$ cat src/rtl/uart_tx.sv
// UART transmitter: 8 data bits, LSB first, one start bit, one stop bit, no parity.
// Bit timing comes from a 12-bit counter that spans clock_divide cycles per bit.
module uart_tx #(
  parameter int clk_freq  = 50000000,
  parameter int baud_rate = 19200
) (
  input  logic       clk,
  input  logic       rst,
  input  logic       tx_valid,
  input  logic [7:0] tx_data_in,
  output logic       tx_ready,
  output logic       tx,
  output logic       tx_busy,
  output logic       tx_done
);

  localparam int clock_divide = clk_freq / baud_rate;
  localparam logic [11:0] last_count = 12'(clock_divide - 1);

  // Reject divides the 12-bit counter cannot time, or that leave no room for a bit.
  if (clock_divide < 2 || clock_divide > 4096) begin : g_bad_divide
    $error("uart_tx: clock_divide %0d outside legal range 2..4096", clock_divide);
  end

  typedef enum logic [2:0] {
    tx_IDLE,
    tx_START,
    tx_DATA,
    tx_STOP,
    tx_DONE
  } state_t;

  state_t      state;
  logic [11:0] count;
  logic [2:0]  bit_index;
  logic [7:0]  shift_reg;
  logic        bit_end;

  assign bit_end  = (count == last_count);
  assign tx_ready = (state == tx_IDLE);
  assign tx_busy  = ~tx_ready;

  // Frame sequencer: accepts a byte in idle and drives the registered line and done pulse.
  always_ff @(posedge clk) begin
    if (rst) begin
      state     <= tx_IDLE;
      count     <= '0;
      bit_index <= '0;
      shift_reg <= '0;
      tx        <= 1'b1;
      tx_done   <= 1'b0;
    end else begin
      case (state)
        tx_IDLE: begin
          tx      <= 1'b1;
          tx_done <= 1'b0;
          if (tx_valid) begin
            shift_reg <= tx_data_in;
            count     <= '0;
            bit_index <= '0;
            tx        <= 1'b0;
            state     <= tx_START;
          end
        end
        tx_START: begin
          if (bit_end) begin
            count     <= '0;
            tx        <= shift_reg[0];
            shift_reg <= shift_reg >> 1;
            state     <= tx_DATA;
          end else begin
            count <= count + 12'd1;
          end
        end
        tx_DATA: begin
          if (bit_end) begin
            count <= '0;
            if (bit_index == 3'd7) begin
              bit_index <= '0;
              tx        <= 1'b1;
              state     <= tx_STOP;
            end else begin
              bit_index <= bit_index + 3'd1;
              tx        <= shift_reg[0];
              shift_reg <= shift_reg >> 1;
            end
          end else begin
            count <= count + 12'd1;
          end
        end
        tx_STOP: begin
          if (bit_end) begin
            count   <= '0;
            tx_done <= 1'b1;
            state   <= tx_DONE;
          end else begin
            count <= count + 12'd1;
          end
        end
        tx_DONE: begin
          tx      <= 1'b1;
          tx_done <= 1'b0;
          state   <= tx_IDLE;
        end
        default: begin
          state     <= tx_IDLE;
          count     <= '0;
          bit_index <= '0;
          tx        <= 1'b1;
          tx_done   <= 1'b0;
        end
      endcase
    end
  end

endmodule

$ cat config.mk
export PLATFORM = sky130hd
export DESIGN_NAME = uart_tx
export DESIGN_NICKNAME = d
export VERILOG_FILES = /design/src/rtl/uart_tx.sv
export SDC_FILE = /design/constraint.sdc
export NUM_CORES = 1
export LEC_CHECK = 0
export ABC_CLOCK_PERIOD_IN_PS = 2700
export BUFFER_PORTS_ARGS = -buffer_cell sky130_fd_sc_hd__buf_2
export CAP_MARGIN = 15
export CORE_ASPECT_RATIO = 0.9
export CORE_UTILIZATION = 35
export DETAILED_ROUTE_END_ITERATION = 8
export PLACE_DENSITY = 0.63
export SLEW_MARGIN = 25
export SYNTH_ARGS = -nofsm -noshare
export SYNTH_HDL_FRONTEND = slang
export SYNTH_SLANG_ARGS = --single-unit
$ cat constraint.sdc
create_clock -name clk -period 2.7 [get_ports clk]
set_input_delay 0.135 -clock clk [delete_from_list [all_inputs] [get_ports clk]]
set_output_delay 0.135 -clock clk [all_outputs]
set_load 0.02 [all_outputs]
==> key figures, run 1 <==
STA
  – Endpoints failing setup: 0
  – Crit path time final: between 1.5 and 2 ns
  – RSZ-0062 raised after global routing: false
  – Clk_skew: about 0.0069 ns
  – Final period util: roughly three quarters
  – Slew margin rel.: between 60% and 70%
  – Fmax: slightly above 500 MHz
  – PnR worst setup slack: roughly 0.72 ns
  – Slew Viols, Final: 0
  – Tightest Pin Transition: between 0.5 and 0.6 ns
  – Setup TNS Final: 0 ns
  – Fin. Hold Viols: 0

Clock tree
  – Sink Count: 28
  – Post-CTS resize count: 0
  – CTS tree: done
  – Root buf cell: clkbuf_8
  – Setup Buffers After CTS: 0
  – Clk slew on worst S/H paths: roughly 0.10 ns
  – Clock Latency Late Sink: between 0.2 and 0.3 ns
  – Max clock buf depth: 2
  – CTS H-Tree Depth: 1
  – Post-CTS Hold Buffers: 0
  – CTS Buf Count: 3

Logic synthesis
  – Syn Nets: between 200 and 250
  – Avg Cell Area, Syn: about 8.4 um2
  – Register area share after synthesis: 34.12%
  – EDFF count, synth: 0
  – Asr flop ratio synth: 0%
  – Cell variety after synth: 50
  – Seq cells post-synth: 28
  – Primary FF master, synth: dfxtp_1
  – Mapped Cells: 196
  – Synth warn: 0
  – Mapped Area: roughly 0.0016 mm2

Route
  – Post-DRT Antenna Nets: 0
  – Residual DRC count: 0
  – Vias per cell: about 5.3
  – Drt pass-1 iters: 4
  – WL/cell: ~13 um
  – DRT iter0 DRCs: 74
  – Drt total wl: approximately 3300 um
  – Via total after detailed routing: about 1400

Critical path
  – Crit end category: register
  – Startpoint types: register
  – Data arrival, critical path: approximately 2.2 ns
  – Crit Path Category: reg2reg
  – Req. time, crit path: roughly 2.9 ns
  – R2R cell count: 5
  – CP Max Fanout: 14
  – Reg2reg setup slack: between 0.7 and 0.8 ns

Worst hold path
  – Worst min path class: in2reg
  – Hold Path Depth: 3

GRT
  – Vias in the first global route: ~1200
  – Overflow after GRT: 0
  – Largest net degree at the start of global routing: 34
  – Global-route usage over all layers: between 10 and 15%
  – Initial antenna violation count: 0
  – Global-route wire length before repair: around 5600 um

Finish
  – Share of cells above drive strength 1: roughly 16%
  – Max FFs per register: 12
  – Fillers: between 400 and 500
  – Area Growth Syn to Fin: 9.749%
  – ANT cells: 0
  – Nets: 217
  – Final instance area: roughly 0.0018 mm2
  – Post-layout util: 40.16%

Place
  – Detail Placement HPWL: roughly 2400 um
  – GP Congestion: roughly 0.81
  – PortBufs: 14
  – Worst slack at placement: around 0.74 ns
  – Placed instance area: 0.001732 mm2

Floorplanning
  – Starting Density: between 30 and 40%
  – Core footprint: 0.004489 mm2
  – DIE WIDTH: 74.22 um
  – Die height: approximately 67 um
  – I/O pin cnt: 15
  – Die outline area: about 0.005 mm2
  – Row count: 23

Pwr
  – Total Power: 0.0008634 W
  – Power Dens Cells: approximately 480 mW/mm2
  – Leakage Power: between 0.6 and 0.7 nW
  – VDD IR max: 0.1539 mV

Status
  – Run status: complete, no violations

Job
  – Max Cap Viol: 0
[through the flow]
| stage | hold slack [ns] | instances |
|---|---|---|
| floorplan | 0.2846 | 196 |
| global placement | 0.4122 | 260 |
| detailed placement | 0.4092 | 260 |
| CTS | 0.1138 | 264 |
| global route | 0.1363 | 264 |
| finish | 0.1185 | 264 |
[logic make-up (layout without fill, tap and decap cells)]
logic type / Yosys count / count (layout) / synth area share [%]
adders and majority gates: 3 / 3 / 2.285
buffers and inverters: 17 / 23 / 4.950
xor gates and xnor gates: 8 / 8 / 4.265
AOI/OAI and AO/OA: 50 / 50 / 18.58
muxes: 7 / 7 / 6.169
DFF: 28 / 28 / 34.12
and+or+nand+nor: 83 / 83 / 29.63
[layer usage]
| layer | track usage (%) | up-vias | routed length [um] |
|---|---|---|---|
| li1 | - | 727 | - |
| met1 | 21.71 | 640 | 1838 |
| met2 | 20.91 | 20 | 1355 |
| met3 | 3.177 | 2 | 100 |
| met4 | 4.245 | 0 | 35 |
| met5 | 0 | - | 0 |
[worst max-delay path, cell delays in order (launching register included)]
cell	delay (ns)
dfxtp_1	0.37
ha_1	0.23
and4b_1	0.25
nand3_2	0.25
a211o_2	0.48
mux2_4	0.32
[final cells by class]
| type | count | area [um2] | share of cell area, % |
|---|---|---|---|
| timing repair buffer | 15 | 77.57 | 4.303 |
| sequential | 28 | 560.5 | 31.09 |
| clock buffer | 3 | 41.29 | 2.290 |
| inverter | 4 | 15.01 | 0.8328 |
| multi-input combinational | 151 | 1001 | 55.52 |
| tap | 62 | 77.57 | 4.303 |
| clock inverter | 1 | 30.03 | 1.666 |
[synthesized netlist by cell type, drive strengths merged (4+ instances only)]
cell    instances  area (um2)
dfxtp          28       560.5
a21oi          15       75.07
nand3          15       80.08
o21ai          14       70.06
nand2          11       41.29
nor3           11       60.06
nor2b           9       58.81
buf             8       47.54
nor2            8       32.54
mux2            7       101.4
a211oi          5       42.54
a31oi           5       31.28
clkbuf          5       18.77
nand2b          5       31.28
xnor2           5       43.79
inv             4       15.01
nand3b          4       30.03
[worst paths after layout]
check / end / start
hold reg to reg: count[0] / count[0]
hold / removal: shift_reg[7] / tx_data_in[7]
setup / recovery: shift_reg[0] / count[0]
setup reg to reg: shift_reg[0] / count[0]
[power by group]
part           total, W  switching (W)  internal [W]
sequential     0.000436      0.0000107      0.000425
combinational  0.000101      0.0000564     0.0000450
clock          0.000326       0.000128      0.000199
total          0.000863       0.000195      0.000669
[layout by cell type, fill, tap and decap left out, drive strengths merged, types with 2 or more instances in the layout]
cell type and instances:
a211oi 5, nor2b 9, nand3b 4, nor2 8
nand2 11, nor4b 2, or3 2, clkbuf 3
buf 15, nand3 15, and3 3, xor2 3
ha 3, nor3 11, xnor2 5, o31ai 2
a21oi 15, a31oi 5, nand4 2, nand2b 5
inv 4, and4b 2, mux2 7, o22ai 2
o21ai 14, dfxtp 28
Power figures use the tool's default switching activity.
==> run 2, diff against run 1 <==
--- a/config.mk
+++ b/config.mk
@@ -5,7 +5,7 @@
 export SDC_FILE = /design/constraint.sdc
 export NUM_CORES = 1
 export LEC_CHECK = 0
-export ABC_CLOCK_PERIOD_IN_PS = 2700
+export ABC_CLOCK_PERIOD_IN_PS = 2050
 export BUFFER_PORTS_ARGS = -buffer_cell sky130_fd_sc_hd__buf_2
 export CAP_MARGIN = 15
 export CORE_ASPECT_RATIO = 0.9
==> constraint.sdc (replaced) <==
create_clock -name clk -period 2.05 [get_ports clk]
set_input_delay 0.1025 -clock clk [delete_from_list [all_inputs] [get_ports clk]]
set_output_delay 0.1025 -clock clk [all_outputs]
set_load 0.02 [all_outputs]
==> key figures, run 2 (synthesis gave the netlist of run 1 again) <==
STA
  – Final period util: 90.79% (was 73.40%)
  – Clk_skew: 0.005234 ns (was 0.006885 ns)
  – Fin. Hold Viols: 0 (unchanged)
  – RSZ-0062 raised after global routing: false (unchanged)
  – Crit path time final: 1.861 ns (was 1.982 ns)
  – Fmax: 537.3 MHz (was 504.6 MHz)
  – Tightest Pin Transition: 0.6883 ns (was 0.5845 ns)
  – Slew margin rel.: 53.96% (was 60.98%)
  – Endpoints failing setup: 0 (unchanged)
  – Final hold slack: 0.08648 ns (was 0.1185 ns)
  – Setup TNS Final: 0 ns (unchanged)
  – Slew Viols, Final: 0 (unchanged)

Pwr
  – VDD IR max: 0.2726 mV (was 0.1539 mV)
  – Power Dens Cells: 580.7 mW/mm2 (was 478.9 mW/mm2)
  – Cell-internal power: 0.0007942 W (was 0.0006688 W)
  – Net Sw Power: 0.0002652 W (was 0.0001946 W)
  – Comb power frac: 13.4% (was 11.7%)
  – Switch share: 25.03% (was 22.54%)
  – Clk pwr share: 32.9% (was 37.8%)
  – Leakage Power: 0.6594 nW (was 0.6409 nW)
  – Total Power: 0.001059 W (was 0.0008634 W)
  – Register share of total power: 53.8% (was 50.5%)

Floorplanning
  – Row count: 23 (unchanged)
  – Core footprint: 0.004489 mm2 (unchanged)
  – Die outline area: 0.004972 mm2 (unchanged)
  – Starting Density: 36.59% (unchanged)
  – DIE WIDTH: 74.22 um (unchanged)
  – I/O pin cnt: 15 (unchanged)
  – Die height: 67.00 um (unchanged)

Critical path
  – CP Max Fanout: 6 (was 14)
  – Most frequent cell on the critical path: ha_1
  – Worst path max stage delay: 0.42 ns (was 0.48 ns)
  – Crit end category: register (unchanged)
  – Worst Setup SP: bit_index[0] (was count[0])
  – Startpoint types: register (unchanged)
  – CP Cell Sequence: ha_1 > ha_1 > o21ai_0 > o21ai_1 > a211o_2 > mux2_4 (was ha_1 > and4b_1 > nand3_2 > a211o_2 > mux2_4)
  – Data arrival, critical path: 2.04 ns (was 2.16 ns)
  – Reg-to-Reg Start: bit_index[0] (was count[0])
  – Req. time, crit path: 2.23 ns (was 2.88 ns)
  – Slowest-stage cell, CP: a211o_2 (unchanged)
  – Crit Path Category: reg2reg (unchanged)

GRT
  – Global-route wire length before repair: 6023 um (was 5616 um)
  – Largest net degree at the start of global routing: 34 (unchanged)
  – Global-route usage over all layers: 15.56% (was 14.68%)
  – Overflow after GRT: 0 (unchanged)
  – Vias in the first global route: 1238 (was 1213)
  – Initial antenna violation count: 0 (unchanged)

Place
  – PortBufs: 14 (unchanged)
  – Placed instance count: 265 (was 260)
  – GP Congestion: 0.8164 (was 0.8070)
  – Detail Placement HPWL: 2512 um (was 2366 um)
  – Placed instance area: 0.001769 mm2 (was 0.001732 mm2)

Clock tree
  – Clk slew on worst S/H paths: 0.10 ns (about the same)
  – Max clock buf depth: 2 (unchanged)
  – Clock Latency Late Sink: 0.28 ns (about the same)
  – Root buf cell: clkbuf_8 (unchanged)
  – CTS H-Tree Depth: 1 (unchanged)
  – Post-CTS Hold Buffers: 0 (unchanged)
  – Setup Buffers After CTS: 0 (unchanged)
  – CTS tree: done (unchanged)
  – Post-CTS resize count: 0 (unchanged)
  – Sink Count: 28 (unchanged)
  – CTS Buf Count: 3 (unchanged)

Route
  – Vias per cell: 5.398 (was 5.261)
  – DRT iter0 DRCs: 110 (was 74)
  – Post-DRT Antenna Nets: 0 (unchanged)
  – Drt total wl: 3524 um (was 3329 um)
  – Residual DRC count: 0 (unchanged)
  – Drt pass-1 iters: 4 (unchanged)
  – Via total after detailed routing: 1452 (was 1389)
  – WL/cell: 13.10 um (was 12.61 um)

Finish
  – ANT cells: 0 (unchanged)
  – Final instance area: 0.001824 mm2 (was 0.001803 mm2)
  – Nets: 222 (was 217)
  – Fillers: 470 (was 469)
  – Share of cells above drive strength 1: 18.36% (was 16.34%)
  – Most common cell after layout, fill and taps aside: dfxtp_1 (unchanged)
  – Final std cells w/o fill: 269 (was 264)
  – Most frequent cells in the layout: dfxtp_1 (28), a21oi_1 (15), nand3_1 (14), buf_2 (14), o21ai_0 (13) (unchanged)
  – Area Growth Syn to Fin: 11.04% (was 9.749%)
  – Max FFs per register: 12 (unchanged)

Status
  – Run status: complete, no violations (unchanged)

Job
  – Max Cap Viol: 0 (unchanged)

Worst hold path
  – HP Start: tx_data_in[7] (unchanged)
  – Worst min path class: in2reg (unchanged)
## run 2: power groups by stage
stage / clock network, W / registers, W / logic (W)
floorplan: 0 / 0.000582 / 0.000103
global placement: 0 / 0.000582 / 0.000141
detailed placement: 0 / 0.000582 / 0.000141
CTS: 0.000362 / 0.000570 / 0.000142
global route: 0.000388 / 0.000572 / 0.000158
finish: 0.000348 / 0.000570 / 0.000142
## run 2: per-layer routing
metal | vias to the layer above | share of wire [%] | global-route usage [%]
met5 | - | 0 | 0
met4 | 0 | 0.77 | 3.302
met3 | 4 | 3.2 | 2.874
met2 | 25 | 43 | 22.84
met1 | 682 | 53 | 23.21
li1 | 741 | - | -
## run 2: final cells by class
class,count,area [um2],area share (%)
tap,62,77.57,4.252
inverter,4,15.01,0.8230
timing repair buffer,20,115.1,6.310
sequential,28,560.5,30.73
multi-input combinational,151,1001,54.87
clock buffer,4,55.05,3.018
## run 2: final timing paths
path | to | slack [ns] | depth (start not counted)
worst min-delay path | shift_reg[7] | 0.09 | 3
worst min register to register | count[0] | 0.49 | 2
worst max-delay path | shift_reg[0] | 0.19 | 6
worst max register to register | shift_reg[0] | 0.19 | 6
## run 2: worst max-delay path, delay by kind of cell (launching register included)
kind	cells	cell delay, ns
AO/OA/AOI/OAI	3	0.67
adder cells (fa/ha/maj)	2	0.43
flip-flops	1	0.34
multiplexers	1	0.32
## run 2: through the flow
step,util (%),setup slack [ns]
after floorplan,-,0.3229
after global placement,39.41,0.2109
after detailed placement,39.41,0.1958
after CTS,40.64,0.1753
after global routing,40.64,0.08426
final,40.64,0.1888
